File: config.mk
export PLATFORM = sky130hd
export DESIGN_NAME = regfile_wb_arbiter
export DESIGN_NICKNAME = d
export VERILOG_FILES = /design/src/rtl/regfile_pkg.sv /design/src/rtl/wb_fifo.sv /design/src/rtl/regfile_wb_arbiter.sv
export SDC_FILE = /design/constraint.sdc
export NUM_CORES = 1
export LEC_CHECK = 0
export ABC_CLOCK_PERIOD_IN_PS = 2300
export BUFFER_PORTS_ARGS = -buffer_cell sky130_fd_sc_hd__buf_4
export CORE_ASPECT_RATIO = 0.5
export CORE_MARGIN = 5
export CORE_UTILIZATION = 52
export CTS_BUF_LIST = sky130_fd_sc_hd__clkbuf_16
export DETAILED_ROUTE_END_ITERATION = 8
export HOLD_SLACK_MARGIN = 0.06
export PLACE_DENSITY = 0.76
export SLEW_MARGIN = 20
export SYNTH_ARGS = -nofsm -noshare
export SYNTH_HDL_FRONTEND = slang
export SYNTH_SLANG_ARGS = --single-unit
export TNS_END_PERCENT = 20
File: constraint.sdc
create_clock -name clk -period 2.3 [get_ports clk]
set_input_delay 0.115 -clock clk [delete_from_list [all_inputs] [get_ports clk]]
set_output_delay 0.115 -clock clk [all_outputs]
set_load 0.05 [all_outputs]
File: src/rtl/regfile_pkg.sv
// Shared types and widths for the register-file writeback arbiter.
//   XLEN        data width
//   REG_ADDR_W  register address width
//   NUM_REGS    number of architectural registers
//   wb_entry_t  queued writeback: live flag, destination, data
package regfile_pkg;

    localparam int unsigned XLEN       = 32;
    localparam int unsigned REG_ADDR_W = 5;
    localparam int unsigned NUM_REGS   = 32;

    typedef struct packed {
        logic                  live;
        logic [REG_ADDR_W-1:0] addr;
        logic [XLEN-1:0]       data;
    } wb_entry_t;

    // One-hot decode of a register address.
    function automatic logic [NUM_REGS-1:0] addr_onehot(input logic [REG_ADDR_W-1:0] a);
        return NUM_REGS'(1) << a;
    endfunction

endpackage

File: src/rtl/wb_fifo.sv
// Circular queue of pending port-B writebacks.
//   clk, reset_n  clock, async active-low reset
//   push, entry   enqueue request (ignored when full)
//   pop           dequeue request (ignored when empty)
//   kill, kill_addr  clear the live flag of every stored entry targeting kill_addr
//   head          entry at the read pointer
//   count, full   occupancy from registered state
//   live_mask     OR of decoded addresses over live entries
module wb_fifo
    import regfile_pkg::*;
#(
    parameter int unsigned DEPTH = 4
) (
    input  logic                         clk,
    input  logic                         reset_n,
    input  logic                         push,
    input  wb_entry_t                    entry,
    input  logic                         pop,
    input  logic                         kill,
    input  logic [REG_ADDR_W-1:0]        kill_addr,
    output wb_entry_t                    head,
    output logic [$clog2(DEPTH):0]       count,
    output logic                         full,
    output logic [NUM_REGS-1:0]          live_mask
);

    localparam int unsigned PTR_W = $clog2(DEPTH);
    localparam int unsigned CNT_W = PTR_W + 1;

    wb_entry_t        mem [DEPTH];
    logic [PTR_W-1:0] wr_ptr;
    logic [PTR_W-1:0] rd_ptr;
    logic             empty;
    logic             push_ok;
    logic             pop_ok;

    assign full    = (count == CNT_W'(DEPTH));
    assign empty   = (count == '0);
    assign push_ok = push && !full;
    assign pop_ok  = pop && !empty;
    assign head    = mem[rd_ptr];

    // Storage, pointers and occupancy. Later assignments win: a popped slot is
    // cleared, and a freshly pushed entry stays live even if its address is killed.
    always_ff @(posedge clk or negedge reset_n) begin
        if (!reset_n) begin
            wr_ptr <= '0;
            rd_ptr <= '0;
            count  <= '0;
            for (int unsigned i = 0; i < DEPTH; i++) begin
                mem[i] <= '0;
            end
        end else begin
            if (kill) begin
                for (int unsigned i = 0; i < DEPTH; i++) begin
                    if (mem[i].live && (mem[i].addr == kill_addr)) begin
                        mem[i].live <= 1'b0;
                    end
                end
            end
            if (pop_ok) begin
                mem[rd_ptr].live <= 1'b0;
                rd_ptr           <= rd_ptr + PTR_W'(1);
            end
            if (push_ok) begin
                mem[wr_ptr] <= entry;
                wr_ptr      <= wr_ptr + PTR_W'(1);
            end
            if (push_ok && !pop_ok) begin
                count <= count + CNT_W'(1);
            end else if (pop_ok && !push_ok) begin
                count <= count - CNT_W'(1);
            end
        end
    end

    // Unoccupied slots always have live=0, so scanning every slot is safe.
    always_comb begin
        live_mask = '0;
        for (int unsigned i = 0; i < DEPTH; i++) begin
            if (mem[i].live) begin
                live_mask = live_mask | addr_onehot(mem[i].addr);
            end
        end
    end

endmodule

File: src/rtl/regfile_wb_arbiter.sv
// Single owner of the register-file write port; merges in-order writeback (A)
// with queued multi-cycle results (B), which drain only when A is idle.
//   clk, reset_n            clock, async active-low reset
//   a_we/a_addr/a_data      port A writeback (never stalled)
//   b_valid/b_ready/b_addr/b_data  port B result handshake
//   we3/a3/wd3              registered regfile write port
//   busy_mask               registers with live queued writes
// Optional macro REGFILE_WB_BYPASS_EN adds rs1/rs2 forwarding of the
// write happening at the next edge (rsN_addr in, rsN_fwd_valid/data out).
module regfile_wb_arbiter
    import regfile_pkg::*;
#(
    parameter int unsigned DEPTH = 4
) (
    input  logic                  clk,
    input  logic                  reset_n,
    input  logic                  a_we,
    input  logic [REG_ADDR_W-1:0] a_addr,
    input  logic [XLEN-1:0]       a_data,
    input  logic                  b_valid,
    output logic                  b_ready,
    input  logic [REG_ADDR_W-1:0] b_addr,
    input  logic [XLEN-1:0]       b_data,
    output logic                  we3,
    output logic [REG_ADDR_W-1:0] a3,
    output logic [XLEN-1:0]       wd3,
    output logic [NUM_REGS-1:0]   busy_mask
`ifdef REGFILE_WB_BYPASS_EN
    ,
    input  logic [REG_ADDR_W-1:0] rs1_addr,
    input  logic [REG_ADDR_W-1:0] rs2_addr,
    output logic                  rs1_fwd_valid,
    output logic                  rs2_fwd_valid,
    output logic [XLEN-1:0]       rs1_fwd_data,
    output logic [XLEN-1:0]       rs2_fwd_data
`endif
);

    localparam int unsigned CNT_W = $clog2(DEPTH) + 1;

    logic             a_valid;
    logic             full;
    logic             empty;
    logic             push;
    logic             pop;
    logic [CNT_W-1:0] count;
    wb_entry_t        head;
    wb_entry_t        push_entry;

    assign a_valid    = a_we && (a_addr != '0);
    assign b_ready    = !full;
    assign empty      = (count == '0);
    // r0 results complete the handshake but are never queued.
    assign push       = b_valid && b_ready && (b_addr != '0);
    assign pop        = !a_valid && !empty;
    assign push_entry = '{live: 1'b1, addr: b_addr, data: b_data};

    wb_fifo #(
        .DEPTH(DEPTH)
    ) u_fifo (
        .clk       (clk),
        .reset_n   (reset_n),
        .push      (push),
        .entry     (push_entry),
        .pop       (pop),
        .kill      (a_valid),
        .kill_addr (a_addr),
        .head      (head),
        .count     (count),
        .full      (full),
        .live_mask (busy_mask)
    );

    // Write-port selection: A first, then a live head; a killed head pops as a bubble.
    always_ff @(posedge clk or negedge reset_n) begin
        if (!reset_n) begin
            we3 <= 1'b0;
            a3  <= '0;
            wd3 <= '0;
        end else if (a_valid) begin
            we3 <= 1'b1;
            a3  <= a_addr;
            wd3 <= a_data;
        end else if (pop && head.live) begin
            we3 <= 1'b1;
            a3  <= head.addr;
            wd3 <= head.data;
        end else begin
            we3 <= 1'b0;
        end
    end

`ifdef REGFILE_WB_BYPASS_EN
    // The regfile's combinational read misses the value being written this edge.
    assign rs1_fwd_valid = we3 && (a3 != '0) && (rs1_addr == a3);
    assign rs2_fwd_valid = we3 && (a3 != '0) && (rs2_addr == a3);
    assign rs1_fwd_data  = wd3;
    assign rs2_fwd_data  = wd3;
`endif

endmodule

==> impl_metrics.py <==
metrics = {
    "sta": {
        "setup_slack_ns": 0.0477,
        "tightest_slew_ns": 0.601,
        "hold_violations": 0,
        "fmax_ghz": 0.444,
        "max_slew_margin": 0.596,
        "rsz0062_at_grt": "true",
        "slew_viol_final": 0,
        "fin_crit_ns": 2.25,
        "finalClockSkew_ns": 0.0129,
        "setup_viol": 0,
        "finalCritPeriodShare": 0.979,
    },
    "status": {
        "status": "finished, final reports clean",
    },
    "drt": {
        "detail-route-antenna-nets": 0,
        "routedWlPerCell_um": 21.9,
        "drt_pass1_iterations": 5,
        "vias": 7446,
        "remaining_drc_errors": 0,
        "drtIter0Drc": 468,
        "drt-total-wl_mm": 27.7,
        "vias_per_cell": 5.87,
    },
    "logic_synthesis": {
        "synth_ff_type": "dfrtp_1",
        "yosys.cell_count.top_type": "mux2_2",
        "syn_area_um2": 10300,
        "ys_top_cells_by_count": "mux2_2, dfrtp_1, mux4_2",
        "yosysWarnings": 0,
        "ys_seq_area_frac": 0.477,
        "synth_edf_count": 0,
        "synth_fp_nets": 863,
        "synth_top_cell_area_share": 0.477,
        "synth_area_leaders": "dfrtp_1, mux2_2, mux4_2",
        "synth_cell_types": 49,
        "syn-instance-count": 775,
        "synthArstFlopShare": 1.00,
        "synth_top_area_cell": "dfrtp_1",
        "synth_area_per_cell_um2": 13.3,
        "yosys_register_bits": 197,
    },
    "layout": {
        "syn2layout_area_growth_pct": 27.7,
        "antenna_cells": 0,
        "stdcell_area_um2": 13200,
        "fin_nets": 1077,
        "final_layout_size_suffix_gt1_frac": 0.488,
    },
    "floorplan": {
        "start_util": 0.530,
        "fp.dieArea_um2": 23000,
        "io_pins": 149,
        "die_y_um": 110,
        "die_x_um": 209,
        "row_count": 36,
        "coreArea_um2": 19500,
    },
    "worst_setup_path": {
        "path_delay_family": "flip-flops",
        "crit_slowest_cell": "dfrtp_1",
        "path_cells": "buf_4 > nand2_1 > or3_1 > o211ai_1 > buf_4",
        "rr_worst_depth": 9,
        "required_ns": 2.18,
        "worst_path_most_repeated_cell": "buf_4",
        "critPathKind": "flip-flop to primary output",
        "critical_path_arrival_ns": 2.14,
        "timing.rr.start": "u_fifo.count[0]",
        "slowest_delay_ns": 0.61,
        "timing.reg2reg.setup_slack_ns": 0.09,
        "worst_setup_path_start_kind": "flip-flop",
        "cp_num_buf_inv": 2,
        "crit_path_max_fanout": 9,
        "critPathCaptureType": "primary output",
        "r2r_end": "u_fifo.count[2]",
    },
    "placed_design": {
        "dp_hpwl_mm": 18.9,
        "numPortBuffers": 148,
        "place_area_um2": 11800,
        "pre_cts_slack_ns": 0.0714,
        "gp_congestion": 0.944,
    },
    "global_routing": {
        "groute.usage.overall": 0.251,
        "grt_overflow": 0,
        "grt_antenna_before_repair": 0,
        "grt_pass1_vias": 7963,
        "grt_max_degree": 72,
        "grt_pass1_wl_mm": 44.8,
    },
    "cts": {
        "tritoncts": "done",
        "clockBufferDepth": 2,
        "worstSkewPairLatency_ns": 0.44,
        "clkSinkCount": 197,
        "htreeDepth": 4,
        "postCtsSetupBuffers": 0,
        "clock-root-buffer": "clkbuf_16",
        "cts_made_buffers": 17,
        "path_clk_slew_ns": 0.07,
    },
    "power_and_ir_drop": {
        "switching_power_mw": 8.50,
        "p_per_area_nw_per_um2": 1550,
        "power.total_mw": 20.5,
        "ir_drop_v": 0.000803,
        "intPower_mw": 12.0,
        "pwr-share-clk": 0.151,
        "switching_share": 0.415,
        "seqPwrFrac": 0.335,
        "pwr-share-comb": 0.513,
        "p_leak_nw": 5.64,
    },
    "min_path": {
        "holdPathEnd": "a3[4]",
        "hold_start": "a_addr[4]",
        "holdPathStages": 3,
        "holdCritPathClass": "input port to flip-flop",
    },
    "job": {
        "maxCapViolCount": 0,
    },
}
-- cell families after synthesis --
logic type               synth area share
multiplexers                        0.321
flip-flops                          0.477
AO/OA/AOI/OAI                      0.0566
AND/OR/NAND/NOR                    0.0728
XOR/XNOR                           0.0212
adder cells (fa/ha/maj)            0.0128
buffers and inverters              0.0386
-- per-stage QoR --
| step | utilization | TNS [ns] | hold slack (ns) | cells |
|---|---|---|---|---|
| after detailed placement | 0.605 | 0 | 0.170 | 1163 |
| after global routing | 0.676 | -0.00307 | 0.146 | 1268 |
| final | 0.676 | 0 | 0.108 | 1268 |
| after global placement | 0.605 | 0 | 0.160 | 1163 |
| after floorplan | - | -0.0541 | -0.181 | 775 |
| after CTS | 0.674 | 0 | 0.109 | 1268 |
-- power by group through the flow --
stage               Clock, mW  Sequential [mW]  Combinational, mW
floorplan                   0             7.20               6.87
global placement            0             6.70               10.2
detailed placement          0             6.84               10.4
CTS                      3.14             6.79               10.5
global route             3.32             7.09               11.2
finish                   3.10             6.86               10.5
-- placed cells by master, fill, tap and decap left out, types with 6 or more instances in the layout --
master / n
nor2_1: 29
and3_1: 6
mux2i_1: 6
a22oi_1: 12
xnor2_1: 15
mux2_2: 208
o21ai_0: 11
buf_12: 9
nand2_1: 30
mux4_2: 38
nand2b_1: 12
ha_1: 8
a221o_1: 7
dfrtp_2: 6
o221ai_1: 7
o211ai_1: 11
nand3_1: 11
dfrtp_1: 191
nor2b_1: 6
buf_4: 172
xor2_1: 10
clkbuf_16: 17
a21oi_1: 9
dlygate4sd3_1: 73
-- per-layer routing --
metal	vias up	GRT usage	wire length, um
li1	3312	-	-
met1	3782	0.325	11400
met2	283	0.432	14000
met3	69	0.0453	1580
met4	0	0.0926	741
met5	-	0	0
-- worst min-delay path: stages --
cell and delay [ns]:
buf_4 0.13, mux2i_1 0.10, mux2i_1 0.14
-- flip-flops by register name, indices dropped and copies added, names as in the netlist --
signal and count:
we3 1, wd3 32, u_fifo.count 3, u_fifo.rd_ptr 2
a3 5, u_fifo.wr_ptr 2, u_fifo.mem 152
-- worst max path at each step --
stage                          from         endpoint  slack [ns]  cells after the start
global placement          a_addr[0]  u_fifo.count[1]        0.09                      9
CTS                 u_fifo.mem[108]    busy_mask[16]       0.008                      6
floorplan                 a_addr[3]  u_fifo.count[1]       -0.05                     10
detailed placement        a_addr[0]  u_fifo.count[1]        0.07                      9
global route         u_fifo.mem[34]    busy_mask[16]      -0.003                      5
finish               u_fifo.mem[32]    busy_mask[19]        0.05                      5
-- timing repair --
item / 4_1_cts / 5_1_grt
endpoints found under the setup margin: 0 / 17
endpoints found under the hold margin: 251 / 0
hold buffers: 73 / 0
resized for setup: 0 / 12
-- cell type report --
cell class / instances / area (um^2)
Multi-Input combinational cell: 511 / 5060
Tap cell: 266 / 333
Clock buffer: 17 / 425
Sequential cell: 197 / 4940
Inverter: 7 / 26.3
Fill cell: 1391 / 6310
Clock inverter: 15 / 198
Timing Repair Buffer: 255 / 2220
Power figures use the tool's default switching activity.
